--- src/rtl/audio_pwm_player_pkg.sv ---
// audio_pkg: shared widths, defaults and types for the audio PWM player.
//   SAMPLE_W / WORD_W  : audio sample and memory word widths
//   CLK_DIV_DEFAULT    : clocks per sample tick (100 MHz -> ~31.5 kHz)
//   UNDERRUN_MAX       : saturation value of the underrun counter
//   byte_sel_t         : which half of the held word plays on the next tick
//   tick_act_t         : what the current sample tick does
package audio_pkg;

    localparam int SAMPLE_W        = 8;
    localparam int WORD_W          = 16;
    localparam int CLK_DIV_DEFAULT = 3175;
    localparam logic [7:0] UNDERRUN_MAX = 8'hFF;

    typedef enum logic {
        SEL_HIGH = 1'b0,   // next tick needs a fresh word from the FIFO
        SEL_LOW  = 1'b1    // next tick plays the held low byte
    } byte_sel_t;

    typedef enum logic [1:0] {
        TICK_NONE,
        TICK_LOW,
        TICK_LOAD,
        TICK_UNDERRUN
    } tick_act_t;

    function automatic logic [7:0] sat_inc(input logic [7:0] v);
        return (v == UNDERRUN_MAX) ? v : v + 8'd1;
    endfunction

endpackage

--- src/rtl/audio_pwm_player_sample_fifo.sv ---
// sample_fifo: first-word fall-through word FIFO, depth 2**FIFO_AW.
//   clk, rst_n : clock, async active-low reset (pointers/count cleared)
//   push, din  : write din when push and not full
//   pop        : discard head when pop and not empty
//   dout       : head word, valid while !empty
//   full,empty : occupancy flags
module sample_fifo
    import audio_pkg::*;
#(
    parameter int FIFO_AW = 2
) (
    input  logic              clk,
    input  logic              rst_n,
    input  logic              push,
    input  logic [WORD_W-1:0] din,
    input  logic              pop,
    output logic [WORD_W-1:0] dout,
    output logic              full,
    output logic              empty
);

    localparam int DEPTH = 2 ** FIFO_AW;

    logic [WORD_W-1:0]  mem [DEPTH];
    logic [FIFO_AW-1:0] wr_ptr;
    logic [FIFO_AW-1:0] rd_ptr;
    logic [FIFO_AW:0]   count;
    logic               do_push;
    logic               do_pop;

    always_comb begin
        do_push = push && !full;
        do_pop  = pop && !empty;
        full    = (count == (FIFO_AW + 1)'(DEPTH));
        empty   = (count == '0);
        dout    = mem[rd_ptr];
    end

    always_ff @(posedge clk) begin
        if (do_push) begin
            mem[wr_ptr] <= din;
        end
    end

    always_ff @(posedge clk or negedge rst_n) begin
        if (!rst_n) begin
            wr_ptr <= '0;
            rd_ptr <= '0;
            count  <= '0;
        end else begin
            if (do_push) begin
                wr_ptr <= wr_ptr + 1'b1;
            end
            if (do_pop) begin
                rd_ptr <= rd_ptr + 1'b1;
            end
            case ({do_push, do_pop})
                2'b10:   count <= count + 1'b1;
                2'b01:   count <= count - 1'b1;
                default: count <= count;
            endcase
        end
    end

endmodule

--- src/rtl/audio_pwm_player.sv ---
// audio_pwm_player: buffers 16-bit words from memory, unpacks each into two
// unsigned 8-bit samples (high byte first) and plays one per sample tick.
//   clk, rst_n    : clock, async active-low reset
//   sample_valid  : word on sample_data offered
//   sample_data   : {first_sample, second_sample}
//   sample_ready  : word accepted on sample_valid & sample_ready (= !full)
//   sample_tick   : one-cycle pulse per sample period
//   pwm_out       : registered audio bitstream
//   amp_en        : amplifier enable, set once playback starts
//   underrun      : one-cycle pulse when a tick found no sample
//   underrun_cnt  : saturating underrun count
// Build option: define AUDIO_SIGMA_DELTA_EN to replace the PWM modulator with a
// first-order sigma-delta modulator; ports and all other behaviour unchanged.
module audio_pwm_player
    import audio_pkg::*;
#(
    parameter int CLK_DIV = CLK_DIV_DEFAULT,
    parameter int FIFO_AW = 2
) (
    input  logic        clk,
    input  logic        rst_n,
    input  logic        sample_valid,
    input  logic [15:0] sample_data,
    output logic        sample_ready,
    output logic        sample_tick,
    output logic        pwm_out,
    output logic        amp_en,
    output logic        underrun,
    output logic [7:0]  underrun_cnt
);

    localparam int CNT_W = $clog2(CLK_DIV);

    logic [CNT_W-1:0]    tick_cnt;
    logic                fifo_full;
    logic                fifo_empty;
    logic                fifo_push;
    logic                fifo_pop;
    logic [WORD_W-1:0]   fifo_dout;
    logic [SAMPLE_W-1:0] held_low;
    logic [SAMPLE_W-1:0] active;
    byte_sel_t           byte_sel;
    byte_sel_t           byte_sel_next;
    tick_act_t           tick_act;

    sample_fifo #(
        .FIFO_AW (FIFO_AW)
    ) u_fifo (
        .clk   (clk),
        .rst_n (rst_n),
        .push  (fifo_push),
        .din   (sample_data),
        .pop   (fifo_pop),
        .dout  (fifo_dout),
        .full  (fifo_full),
        .empty (fifo_empty)
    );

    always_comb begin
        sample_ready = !fifo_full;
        fifo_push    = sample_valid && !fifo_full;
        sample_tick  = (tick_cnt == CNT_W'(CLK_DIV - 1));
    end

    always_ff @(posedge clk or negedge rst_n) begin
        if (!rst_n) begin
            tick_cnt <= '0;
        end else if (sample_tick) begin
            tick_cnt <= '0;
        end else begin
            tick_cnt <= tick_cnt + 1'b1;
        end
    end

    // Unpack FSM: the low byte of a held word always wins over fetching a new
    // word; underruns only count once playback has started.
    always_ff @(posedge clk or negedge rst_n) begin
        if (!rst_n) begin
            byte_sel <= SEL_HIGH;
        end else begin
            byte_sel <= byte_sel_next;
        end
    end

    always_comb begin
        byte_sel_next = byte_sel;
        tick_act      = TICK_NONE;
        fifo_pop      = 1'b0;
        if (sample_tick) begin
            if (byte_sel == SEL_LOW) begin
                tick_act      = TICK_LOW;
                byte_sel_next = SEL_HIGH;
            end else if (!fifo_empty) begin
                tick_act      = TICK_LOAD;
                byte_sel_next = SEL_LOW;
                fifo_pop      = 1'b1;
            end else if (amp_en) begin
                tick_act = TICK_UNDERRUN;
            end
        end
    end

    always_ff @(posedge clk or negedge rst_n) begin
        if (!rst_n) begin
            held_low     <= '0;
            active       <= '0;
            amp_en       <= 1'b0;
            underrun     <= 1'b0;
            underrun_cnt <= '0;
        end else begin
            underrun <= (tick_act == TICK_UNDERRUN);
            case (tick_act)
                TICK_LOW: begin
                    active <= held_low;
                end
                TICK_LOAD: begin
                    held_low <= fifo_dout[SAMPLE_W-1:0];
                    active   <= fifo_dout[WORD_W-1:SAMPLE_W];
                    amp_en   <= 1'b1;
                end
                TICK_UNDERRUN: begin
                    underrun_cnt <= sat_inc(underrun_cnt);
                end
                default: begin
                end
            endcase
        end
    end

`ifdef AUDIO_SIGMA_DELTA_EN
    logic [8:0] acc;
    logic [8:0] acc_sum;

    always_comb begin
        acc_sum = {1'b0, acc[7:0]} + {1'b0, active};
    end

    always_ff @(posedge clk or negedge rst_n) begin
        if (!rst_n) begin
            acc     <= '0;
            pwm_out <= 1'b0;
        end else begin
            acc     <= acc_sum;
            pwm_out <= acc_sum[8];
        end
    end
`else
    logic [7:0] pc;
    logic [7:0] duty;

    // Duty reloads only at the period boundary so a period never mixes samples.
    always_ff @(posedge clk or negedge rst_n) begin
        if (!rst_n) begin
            pc      <= '0;
            duty    <= '0;
            pwm_out <= 1'b0;
        end else begin
            pc      <= pc + 8'd1;
            pwm_out <= (pc < duty);
            if (pc == 8'hFF) begin
                duty <= active;
            end
        end
    end
`endif

endmodule

--- config.mk ---
export PLATFORM = sky130hd
export DESIGN_NAME = audio_pwm_player
export DESIGN_NICKNAME = d
export VERILOG_FILES = /design/src/rtl/audio_pwm_player_pkg.sv /design/src/rtl/audio_pwm_player_sample_fifo.sv /design/src/rtl/audio_pwm_player.sv
export SDC_FILE = /design/constraint.sdc
export NUM_CORES = 1
export LEC_CHECK = 0
export CAP_MARGIN = 20
export CORE_ASPECT_RATIO = 0.75
export CORE_MARGIN = 2
export CORE_UTILIZATION = 25
export DETAILED_ROUTE_END_ITERATION = 12
export PLACE_DENSITY_LB_ADDON = 0.05
export SLEW_MARGIN = 10
export SYNTH_ARGS = -nofsm -noshare
export SYNTH_HDL_FRONTEND = slang
export SYNTH_SLANG_ARGS = --single-unit
--- constraint.sdc ---
create_clock -name clk -period 4.8 [get_ports clk]
set_input_delay 0.96 -clock clk [delete_from_list [all_inputs] [get_ports clk]]
set_output_delay 0.96 -clock clk [all_outputs]
set_load 0.03 [all_outputs]
==> flow_summary.json, run 1 <==
{
  "hold_viol_final": 0,
  "path_common_cell": "mux2_2",
  "synth_xor_area_share_pct": 3.30,
  "seq_area_frac_synth_pct": 65.9,
  "clk_latency_ns": 0.42,
  "die_area_sq_mm": 0.0224,
  "crit_family": "simple AND/OR/NAND/NOR gates",
  "hold_buffers": 0,
  "crit_buf_inv": 1,
  "vias": 2768,
  "clkTransAtPathRegs_ns": 0.06,
  "post_cts_buffers": 0,
  "leakage_nw": 2.63,
  "critPathMaxStageDelay_ns": 0.78,
  "die_h_um": 130,
  "final_cell_mix": "edfxtp_1 (64), dfrtp_1 (63), clkdlybuf4s50_1 (30), mux2_2 (23), inv_1 (19)",
  "cap_viol_max_count": 0,
  "antenna_found_initial": 0,
  "gp_congestion": 0.668,
  "wl_um": 10500,
  "crit_fanout": 20,
  "antenna_left": 0,
  "crit_slowest_cell": "ha_1",
  "area_growth_pct": 23.1,
  "port_buffers": 31,
  "h-tree-depth": 4,
  "fp.dieW_um": 172,
  "slew_violations": 0,
  "rows": 46,
  "grt_first_pass_wirelength_um": 17000,
  "drive_above_1_share_pct": 19.9,
  "fin_crit_ns": 3.45,
  "grt_pass1_vias": 2929,
  "finalSetupTns_ns": 0,
  "max_freq_ghz": 0.290,
  "setup_violations": 0,
  "syn-num-nets": 376,
  "syn-cell-area_sq_mm": 0.00531,
  "tightest_slew_ns": 0.993,
  "placed_cells": 652,
  "startpoint_type": "flip-flop",
  "core-area_sq_mm": 0.0210,
  "finalNonFillerCells": 684,
  "holdCritPathClass": "flip-flop to flip-flop",
  "required_ns": 5.10,
  "rsz0062_at_grt": "false",
  "ys_warn_count": 0,
  "crit_chain": "or4b_4 > nor4_4 > buf_4 > nor3b_1 > ha_1 > mux2_2 > mux2_2",
  "synth_adder_area_share_pct": 4.62,
  "wl_per_cell_um": 15.4,
  "grt_overflow_total": 0,
  "powerDensity_mw_per_mm2": 432,
  "finalCritPeriodShare_pct": 71.8,
  "grt_start_max_net_pins": 35,
  "cp-end-kind": "flip-flop",
  "synthSimpleGateAreaFrac_pct": 7.64,
  "synth.distinct_cells": 45,
  "synth_mux_area_share_pct": 12.7,
  "place.detailed.hpwl_um": 6990,
  "relSlewSlack_pct": 33.8,
  "synth.avg_cell_area_sq_um": 15.7,
  "nNetsFinal": 421,
  "arrival_ns": 3.74,
  "crit_type": "flip-flop to flip-flop",
  "drc": 0,
  "synth_top_family_by_area": "multiplexers",
  "synth_compound_area_share_pct": 3.72,
  "ys_seq_elements": 127,
  "clockBufferDepth": 2,
  "fin_worst_skew_ns": 0.00818,
  "synth_ff_type": "edfxtp_1",
  "ctsResizeCount": 0,
  "final_common_cell": "edfxtp_1",
  "synth_edf_count": 64,
  "grtUsageTotal_pct": 10.7,
  "io_pins": 32,
  "ys_async_sr_fraction_pct": 49.6,
  "root_buffer": "clkbuf_16",
  "drt_iter0_drc": 165,
  "viasPerCell": 4.05,
  "drtPass1Iterations": 4,
  "clkSinkCount": 127,
  "synth_cells": 338,
  "vdd_ir_drop_max_v": 0.000196,
  "n_antenna_cell": 0,
  "start_util_pct": 25.3,
  "cts_made_buffers": 17,
  "cts_tree": "done",
  "status": "complete, no violations"
}
[metal layers]
layer	vias up	track usage, %	routed length [um]
met5	-	0	0
met4	0	4.30	139
met3	8	3.43	384
met2	40	13.9	4360
met1	1368	16.0	5660
li1	1352	-	-
[through the flow]
stage	hold slack [ns]	power [W]	worst slack, ns	utilization, %	area (sq um)
CTS	0.499	0.00288	1.36	31.1	6540
floorplan	0.455	0.00149	1.67	-	5310
finish	0.490	0.00282	1.35	31.1	6540
global route	0.526	0.00297	1.18	31.1	6540
global placement	0.482	0.00162	1.49	28.4	5960
detailed placement	0.490	0.00162	1.38	28.4	5960
[report_power, final]
group	internal [W]	leakage [nW]	switching, W	total [W]
clock	0.000727	0.276	0.000516	0.00124
combinational	0.0000861	0.925	0.000163	0.000249
sequential	0.00129	1.43	0.0000416	0.00133
total	0.00210	2.63	0.000720	0.00282
[state kept, by name, summed over array words and instances, names as in the netlist]
name           flops
active             8
amp_en             1
byte_sel           1
duty               8
held_low           8
pc                 8
pwm_out            1
tick_cnt          12
u_fifo.count       3
u_fifo.mem        64
u_fifo.rd_ptr      2
u_fifo.wr_ptr      2
underrun           1
underrun_cnt       8
[cells in the mapped netlist (4+ instances only)]
cell | n | area, sq um
ha_1 | 18 | 225
edfxtp_1 | 64 | 1920
xor2_1 | 10 | 87.6
clkbuf_1 | 6 | 22.5
nor2_1 | 14 | 52.6
nand3_1 | 9 | 45.0
a21oi_1 | 8 | 40.0
mux2_2 | 23 | 259
nand4_1 | 5 | 31.3
nand2_1 | 11 | 41.3
dfrtp_1 | 63 | 1580
xnor2_1 | 10 | 87.6
a21o_1 | 7 | 52.6
and3_1 | 8 | 50.1
nor2b_1 | 4 | 25.0
inv_1 | 19 | 71.3
a211oi_1 | 4 | 30.0
o21ai_0 | 4 | 20.0
mux4_2 | 16 | 360
[cells by family (layout without fill, tap and decap cells)]
family / after synthesis / in the layout
AOI/OAI and AO/OA: 30 / 30
xor gates and xnor gates: 20 / 20
adders and majority gates: 19 / 19
buffers and inverters: 29 / 87
DFF: 127 / 127
muxes: 44 / 44
and+or+nand+nor: 69 / 69
[path summary, 6_finish.rpt]
check,from,endpoint,slack (ns),depth (start not counted)
max in group asynchronous,rst_n,duty[6],3.26,2
hold / removal,pc[0],pc[0],0.49,1
min in group asynchronous,rst_n,underrun_cnt[5],0.62,1
hold reg to reg,pc[0],pc[0],0.49,1
setup reg to reg,tick_cnt[7],active[0],1.35,7
setup / recovery,tick_cnt[7],active[0],1.35,7
[area by class of cell]
| class | count | area, sq um |
|---|---|---|
| well taps | 288 | 360 |
| clock inverters | 15 | 148 |
| multi-input cells | 182 | 1700 |
| inverters | 20 | 75.1 |
| repair buffers | 35 | 335 |
| clock buffers | 17 | 425 |
| flip-flops and latches | 127 | 3500 |
| fillers | 2069 | 14500 |
Power figures use the tool's default switching activity.
==> run 2, diff against run 1 <==
==> constraint.sdc (replaced) <==
create_clock -name clk -period 3.05 [get_ports clk]
set_input_delay 0.61 -clock clk [delete_from_list [all_inputs] [get_ports clk]]
set_output_delay 0.61 -clock clk [all_outputs]
set_load 0.03 [all_outputs]
==> flow_summary.json, run 2 (synthesis gave the netlist of run 1 again) <==
{
  "status": "complete, no violations",
  "n_antenna_cell": 0,
  "tightest_slew_ns": 0.674,
  "largest_reg_flops": 64,
  "cap_viol_max_count": 0,
  "crit_family": "simple AND/OR/NAND/NOR gates",
  "post_cts_buffers": 0,
  "gp_congestion": 0.676,
  "cp-end-kind": "output port",
  "cts_made_buffers": 17,
  "fin_crit_ns": 2.82,
  "cts_tree": "done",
  "port_buffers": 31,
  "rsz0062_at_grt": "false",
  "clkTransAtPathRegs_ns": 0.06,
  "placed_cells": 659,
  "crit_type": "flip-flop to output port",
  "hold_viol_final": 0,
  "place.detailed.hpwl_um": 6940,
  "finalSetupTns_ns": 0,
  "final_util_pct": 31.7,
  "clockBufferDepth": 2,
  "clkSinkCount": 127,
  "intPower_w": 0.00349,
  "fin_worst_skew_ns": 0.00989,
  "die_h_um": 130,
  "wl_um": 10300,
  "start_util_pct": 25.3,
  "required_ns": 2.44,
  "wl_per_cell_um": 14.9,
  "grt_first_pass_wirelength_um": 16900,
  "leakage_nw": 2.69,
  "grt_pass1_vias": 3023,
  "antenna_found_initial": 0,
  "vias": 2823,
  "vdd_ir_drop_max_v": 0.000365,
  "regMostFlops": "u_fifo.mem",
  "fp.dieW_um": 172,
  "crit_fanout": 13,
  "relSlewSlack_pct": 55.1,
  "num-fill-cells": 2081,
  "io_pins": 32,
  "drc": 0,
  "startpoint_type": "flip-flop",
  "critPathMaxStageDelay_ns": 0.45,
  "combPwrFrac_pct": 9.3,
  "root_buffer": "clkbuf_16",
  "drtPass1Iterations": 4,
  "grt_overflow_total": 0,
  "setup_violations": 0,
  "finalCritPeriodShare_pct": 92.6,
  "finalNonFillerCells": 691,
  "power_w": 0.00461,
  "antenna_left": 0,
  "grt_start_max_net_pins": 41,
  "grtUsageTotal_pct": 10.3,
  "rows": 46,
  "area_growth_pct": 25.5,
  "seq_power_share_pct": 45.4,
  "clockPowerShare_pct": 45.3,
  "crit_buf_inv": 2,
  "max_freq_ghz": 0.354,
  "drt_iter0_drc": 144,
  "crit_slowest_cell": "or3b_1",
  "holdCritPathClass": "primary input to asynchronous set/reset pin",
  "switchingPower_w": 0.00112,
  "slew_violations": 0,
  "crit_chain": "or3b_1 > nor4_4 > buf_12 > dlygate4sd2_1",
  "netSwitchingFraction_pct": 24.3,
  "hold-worst-slack_ns": 0.211,
  "final_cell_mix": "edfxtp_1 (64), dfrtp_1 (63), clkdlybuf4s50_1 (29), mux2_2 (23), inv_1 (19)",
  "core-area_sq_mm": 0.0210,
  "reg_top3": "u_fifo.mem (64), tick_cnt (12)",
  "drive_above_1_share_pct": 21.3,
  "hold_buffers": 0,
  "h-tree-depth": 4,
  "die_area_sq_mm": 0.0224,
  "viasPerCell": 4.09,
  "arrival_ns": 2.21,
  "clk_latency_ns": 0.41,
  "nNetsFinal": 428,
  "final_common_cell": "edfxtp_1",
  "powerDensity_mw_per_mm2": 692
}
run 2: area by class of cell:
class / instances / area (sq um) / share of cell area, %
clock buffers: 18 / 429 / 6.44
flip-flops and latches: 127 / 3500 / 52.5
repair buffers: 42 / 424 / 6.37
clock inverters: 14 / 181 / 2.72
well taps: 288 / 360 / 5.41
multi-input cells: 182 / 1700 / 25.4
inverters: 20 / 75.1 / 1.13
run 2: repair_timing:
action	4_1_cts	5_1_grt
setup endpoints to repair	1	1
endpoints found under the hold margin	0	0
pin swaps	0	1
gates resized for setup	1	0
run 2: worst paths after layout:
kind,startpoint,to,slack [ns],cells after the start
max,tick_cnt[3],sample_tick,0.23,4
min,rst_n,underrun_cnt[3],0.21,1
max reg2reg,tick_cnt[3],u_fifo.count[2],0.32,10
min reg2reg,tick_cnt[9],tick_cnt[9],0.50,1
max in group asynchronous,rst_n,u_fifo.rd_ptr[1],2.21,2
min in group clk,tick_cnt[9],tick_cnt[9],0.50,1
run 2: metal layers:
layer / wire [um] / up-vias / GRT usage (%)
met5: 0 / - / 0
met4: 108 / 0 / 3.86
met3: 374 / 12 / 3.28
met2: 4620 / 36 / 15.6
met1: 5180 / 1420 / 14.0
li1: - / 1355 / -
run 2: stage by stage:
step	setup slack, ns	cell area [sq um]
6_report	0.226	6660
3_5_place_dp	0.197	6050
4_1_cts	0.0797	6660
3_3_place_gp	0.212	6050
2_1_floorplan	0.115	5310
5_1_grt	0.0497	6660
run 2: power by group through the flow:
stage / clock (W) / sequential, W / combinational, W
6_report: 0.00209 / 0.00210 / 0.000428
5_1_grt: 0.00224 / 0.00211 / 0.000494
4_1_cts: 0.00215 / 0.00210 / 0.000447
3_5_place_dp: 0 / 0.00213 / 0.000445
3_3_place_gp: 0 / 0.00213 / 0.000445
2_1_floorplan: 0 / 0.00211 / 0.000243
==> edit 1, RTL diff (flow settings as in run 2) <==
Build with the macro `AUDIO_SIGMA_DELTA_EN` defined.
--- a/src/rtl/audio_pwm_player.sv
+++ b/src/rtl/audio_pwm_player.sv
@@ -13,2 +13,4 @@
 // first-order sigma-delta modulator; ports and all other behaviour unchanged.
+`define AUDIO_SIGMA_DELTA_EN
+
 module audio_pwm_player
Check against the original RTL: no difference found for any inputs over 10 cycles, from zero or initial values and one cycle with rst_n low; that may be too few to reach the edited logic, so the function may still have changed.
==> edit 1 against run 2 <==
  * Count of clock-buffer cells in the layout fell by 1
  * Cell area fell by 5.0%
  * Routed wire length is 4.2% lower
  * Synthesized cell count fell by 5.3%
  * Clock skew shrank 0.0026 ns
  * Die area decreased by 4.5%
  * Sequential cell count down 8
  * Worst setup slack better by 0.091 ns
  * Synthesized area decreased by 4.6%
  * Hold slack improved by 0.15 ns
  * Total power fell by 3.1%
  * Critical endpoint unchanged
  * Largest power group is now the clock network
==> edit 1: results (changes against run 2) <==
crit path max fanout: 9 (was 13)
Synth top cells by count: 64 x edfxtp_1, 55 x dfrtp_1, 21 x nand2_1 (was 64 x edfxtp_1, 63 x dfrtp_1, 23 x mux2_2)
Worst Max-Slew Pin Slew: 0.749 ns (was 0.674 ns)
Hold Slack: 0.362 ns (was 0.211 ns)
Mapped Nets: 359 (was 376)
Place WS: 0.424 ns (was 0.197 ns)
count of multi-input gates: 178 (was 182)
synth unique cells: 39 (was 45)
vias: 2666 (was 2823)
Psw: 1.09 mW (was 1.12 mW)
vias per inst: 4.15 (was 4.09)
Non-clk invs: 16 (was 20)
outcome: completed (unchanged)
Inst Count DP: 611 (was 659)
# fillers: 1990 (was 2081)
first drt pass iteration count: 4 (unchanged)
Async SR Flop Fraction: 46.2% (was 49.6%)
nets@finish: 411 (was 428)
flop-to-flop setup slack: 0.53 ns (was 0.32 ns)
period utilisation layout: 89.6% (was 92.6%)
Storage cell area: 3300 um2 (was 3500 um2)
placed cell area: 5720 um2 (was 6050 um2)
multi-input combinational area share: 26.1% (was 25.4%)
Crit Path Class: register to primary output (unchanged)
Non-clock buffers: 40 (was 42)
final wirelength: 9850 um (was 10300 um)
top cells by area, synth: edfxtp_1 38%, dfrtp_1 27%, ha_1 4.4% (was edfxtp_1 36%, dfrtp_1 30%, mux4_2 6.8%)
worst clock skew: 0.00727 ns (was 0.00989 ns)
share of cells above drive strength 1: 16.9% (was 21.3%)
die area: 21400 um2 (was 22400 um2)
largest net degree at the start of global routing: 56 (was 41)
Post-DP HPWL: 6460 um (was 6940 um)
FF+latch count, synth: 119 (was 127)
Leak: 2.54 nW (was 2.69 nW)
Gate power share: 9.3% (about the same)
ClkCell Share: 9.70% (was 9.16%)
RR Startpoint: tick_cnt[0] (was tick_cnt[3])
gr usage total: 10.2% (was 10.3%)
peak supply drop: 0.367 mV (was 0.365 mV)
Signal buf overhead: 6.07% (was 6.37%)
slowest CP cell: dlygate4sd2_1 (was or3b_1)
CTS max path bufs: 2 (unchanged)
R2R cell count: 11 (was 10)
RePlAce Congestion: 0.669 (was 0.676)
DRT iter0 DRCs: 150 (was 144)
final instance area: 6330 um2 (was 6660 um2)
CP max stage delay: 0.43 ns (was 0.45 ns)
register area share after synthesis: 65.1% (was 65.9%)
-- edit 1: cell types whose count changed after synthesis, sizes merged, moves of 5 or more --
cell	before	now
a21oi	8	2
xnor2	10	15
dfrtp	63	55
clkbuf	6	0
nand2	11	21
mux2	25	10
nor3	3	10
mux2i	3	9
-- edit 1: metal layers --
metal / track usage [%] / vias up / share of wire (%)
li1: - / 1295 / -
met1: 14.2 / 1301 / 51
met2: 14.5 / 59 / 42
met3: 3.28 / 11 / 5.2
met4: 4.41 / 0 / 1.5
met5: 0 / - / 0
-- edit 1: logic make-up (layout without fill, tap and decap cells) --
group	Yosys count	after routing	share of synthesized area, %
flip-flops	119	119	65.1
buffers and inverters	23	88	2.27
multiplexers	35	35	12.3
AO/OA/AOI/OAI	23	23	3.19
adder cells (fa/ha/maj)	20	20	5.24
XOR/XNOR	27	27	4.67
AND/OR/NAND/NOR	73	73	7.24
==> edit 2, RTL diff (settings of run 2) <==
Without the edit above. Put one more register stage on the output `underrun_cnt`, without a reset. The value now appears one clock later. The other outputs are not delayed to match.
--- a/src/rtl/audio_pwm_player.sv
+++ b/src/rtl/audio_pwm_player.sv
@@ -32,2 +32,4 @@
     localparam int CNT_W = $clog2(CLK_DIV);
+
+    logic [7:0] underrun_cnt_s0;
 
@@ -108,3 +110,3 @@
             underrun     <= 1'b0;
-            underrun_cnt <= '0;
+            underrun_cnt_s0 <= '0;
         end else begin
@@ -121,3 +123,3 @@
                 TICK_UNDERRUN: begin
-                    underrun_cnt <= sat_inc(underrun_cnt);
+                    underrun_cnt_s0 <= sat_inc(underrun_cnt_s0);
                 end
@@ -166,2 +168,6 @@
 
+    always_ff @(posedge clk) begin
+        underrun_cnt <= underrun_cnt_s0;
+    end
+
 endmodule
Behaviour: no difference found for any inputs over 10 cycles, from zero or initial values and one cycle with rst_n low; that may be too few to reach the edited logic, so the function may still have changed.
==> edit 2 against run 2 <==
  * Synthesized area increased by 2.7%
  * Sequential cell count increased by 8
  * Cell area increased by 2.0%
  * Combinational power increased by 1%
  * Largest cell class unchanged
  * Via count increased by 1.2%
  * Worst setup slack got worse by 0.028 ns
  * Highest routed layer unchanged
  * Routed wire length increased by 7.3%
  * Critical endpoint is now u_fifo.count[2]
  * Total power increased by 2.4%
==> edit 2: results (changes against run 2) <==
outcome: completed (unchanged)
Mapped Nets: 392 (was 376)
crit path max fanout: 5 (was 13)
M2 GR Usage: 13.7% (was 15.6%)
CP endpoint: u_fifo.count[2] (was sample_tick)
M3 GR Usage: 2.71% (was 3.28%)
gr usage total: 10.4% (was 10.3%)
routed wire length per instance: 15.6 um (was 14.9 um)
M1 GR Usage: 15.6% (was 14.0%)
nets@finish: 446 (was 428)
Async SR Flop Fraction: 46.7% (was 49.6%)
placed cell area: 6180 um2 (was 6050 um2)
arrival time of the worst setup path: 3.20 ns (was 2.21 ns)
vias per inst: 4.03 (was 4.09)
DRT iter0 DRCs: 153 (was 144)
peak supply drop: 0.369 mV (was 0.365 mV)
Leak: 2.77 nW (was 2.69 nW)
Place WS: 0.0737 ns (was 0.197 ns)
relative slew slack: 55.2% (was 55.1%)
Inst Count DP: 675 (was 659)
share of cells above drive strength 1: 17.8% (was 21.3%)
Pint: 3.47 mW (was 3.49 mW)
largest net degree at the start of global routing: 38 (was 41)
top cells by area, synth: edfxtp_1 35%, dfrtp_1 29%, mux4_2 6.6% (was edfxtp_1 36%, dfrtp_1 30%, mux4_2 6.8%)
Synth top cells by count: 64 x edfxtp_1, 63 x dfrtp_1, 23 x inv_1 (was 64 x edfxtp_1, 63 x dfrtp_1, 23 x mux2_2)
edit 2: cell types whose count changed in the layout (fill, tap and decap cells not counted), moves of 4 or more:
cell	before	now
a211oi_1	4	8
inv_1	19	23
mux2_2	23	8
inv_8	0	4
nor2b_1	4	8
a21oi_1	8	12
a21o_1	7	11
mux2i_1	3	7
dfxtp_1	0	8
edit 2: area by class of cell:
cell class              instances  area (um2)
clock buffers                  17         425
clock inverters                15         176
fillers                      2085       14400
inverters                      24        90.1
multi-input cells             186        1660
flip-flops and latches        135        3660
well taps                     288         360
repair buffers                 44         427
edit 2: logic make-up after synthesis:
kind of cell / count (synthesis) / share of synthesized area [%]
fa+ha+maj: 19 / 4.50
flops: 135 / 67.1
simple gates: 73 / 7.90
buf+inv: 33 / 2.41
xor+xnor: 20 / 3.21
compound gates: 42 / 5.10
mux: 32 / 9.76
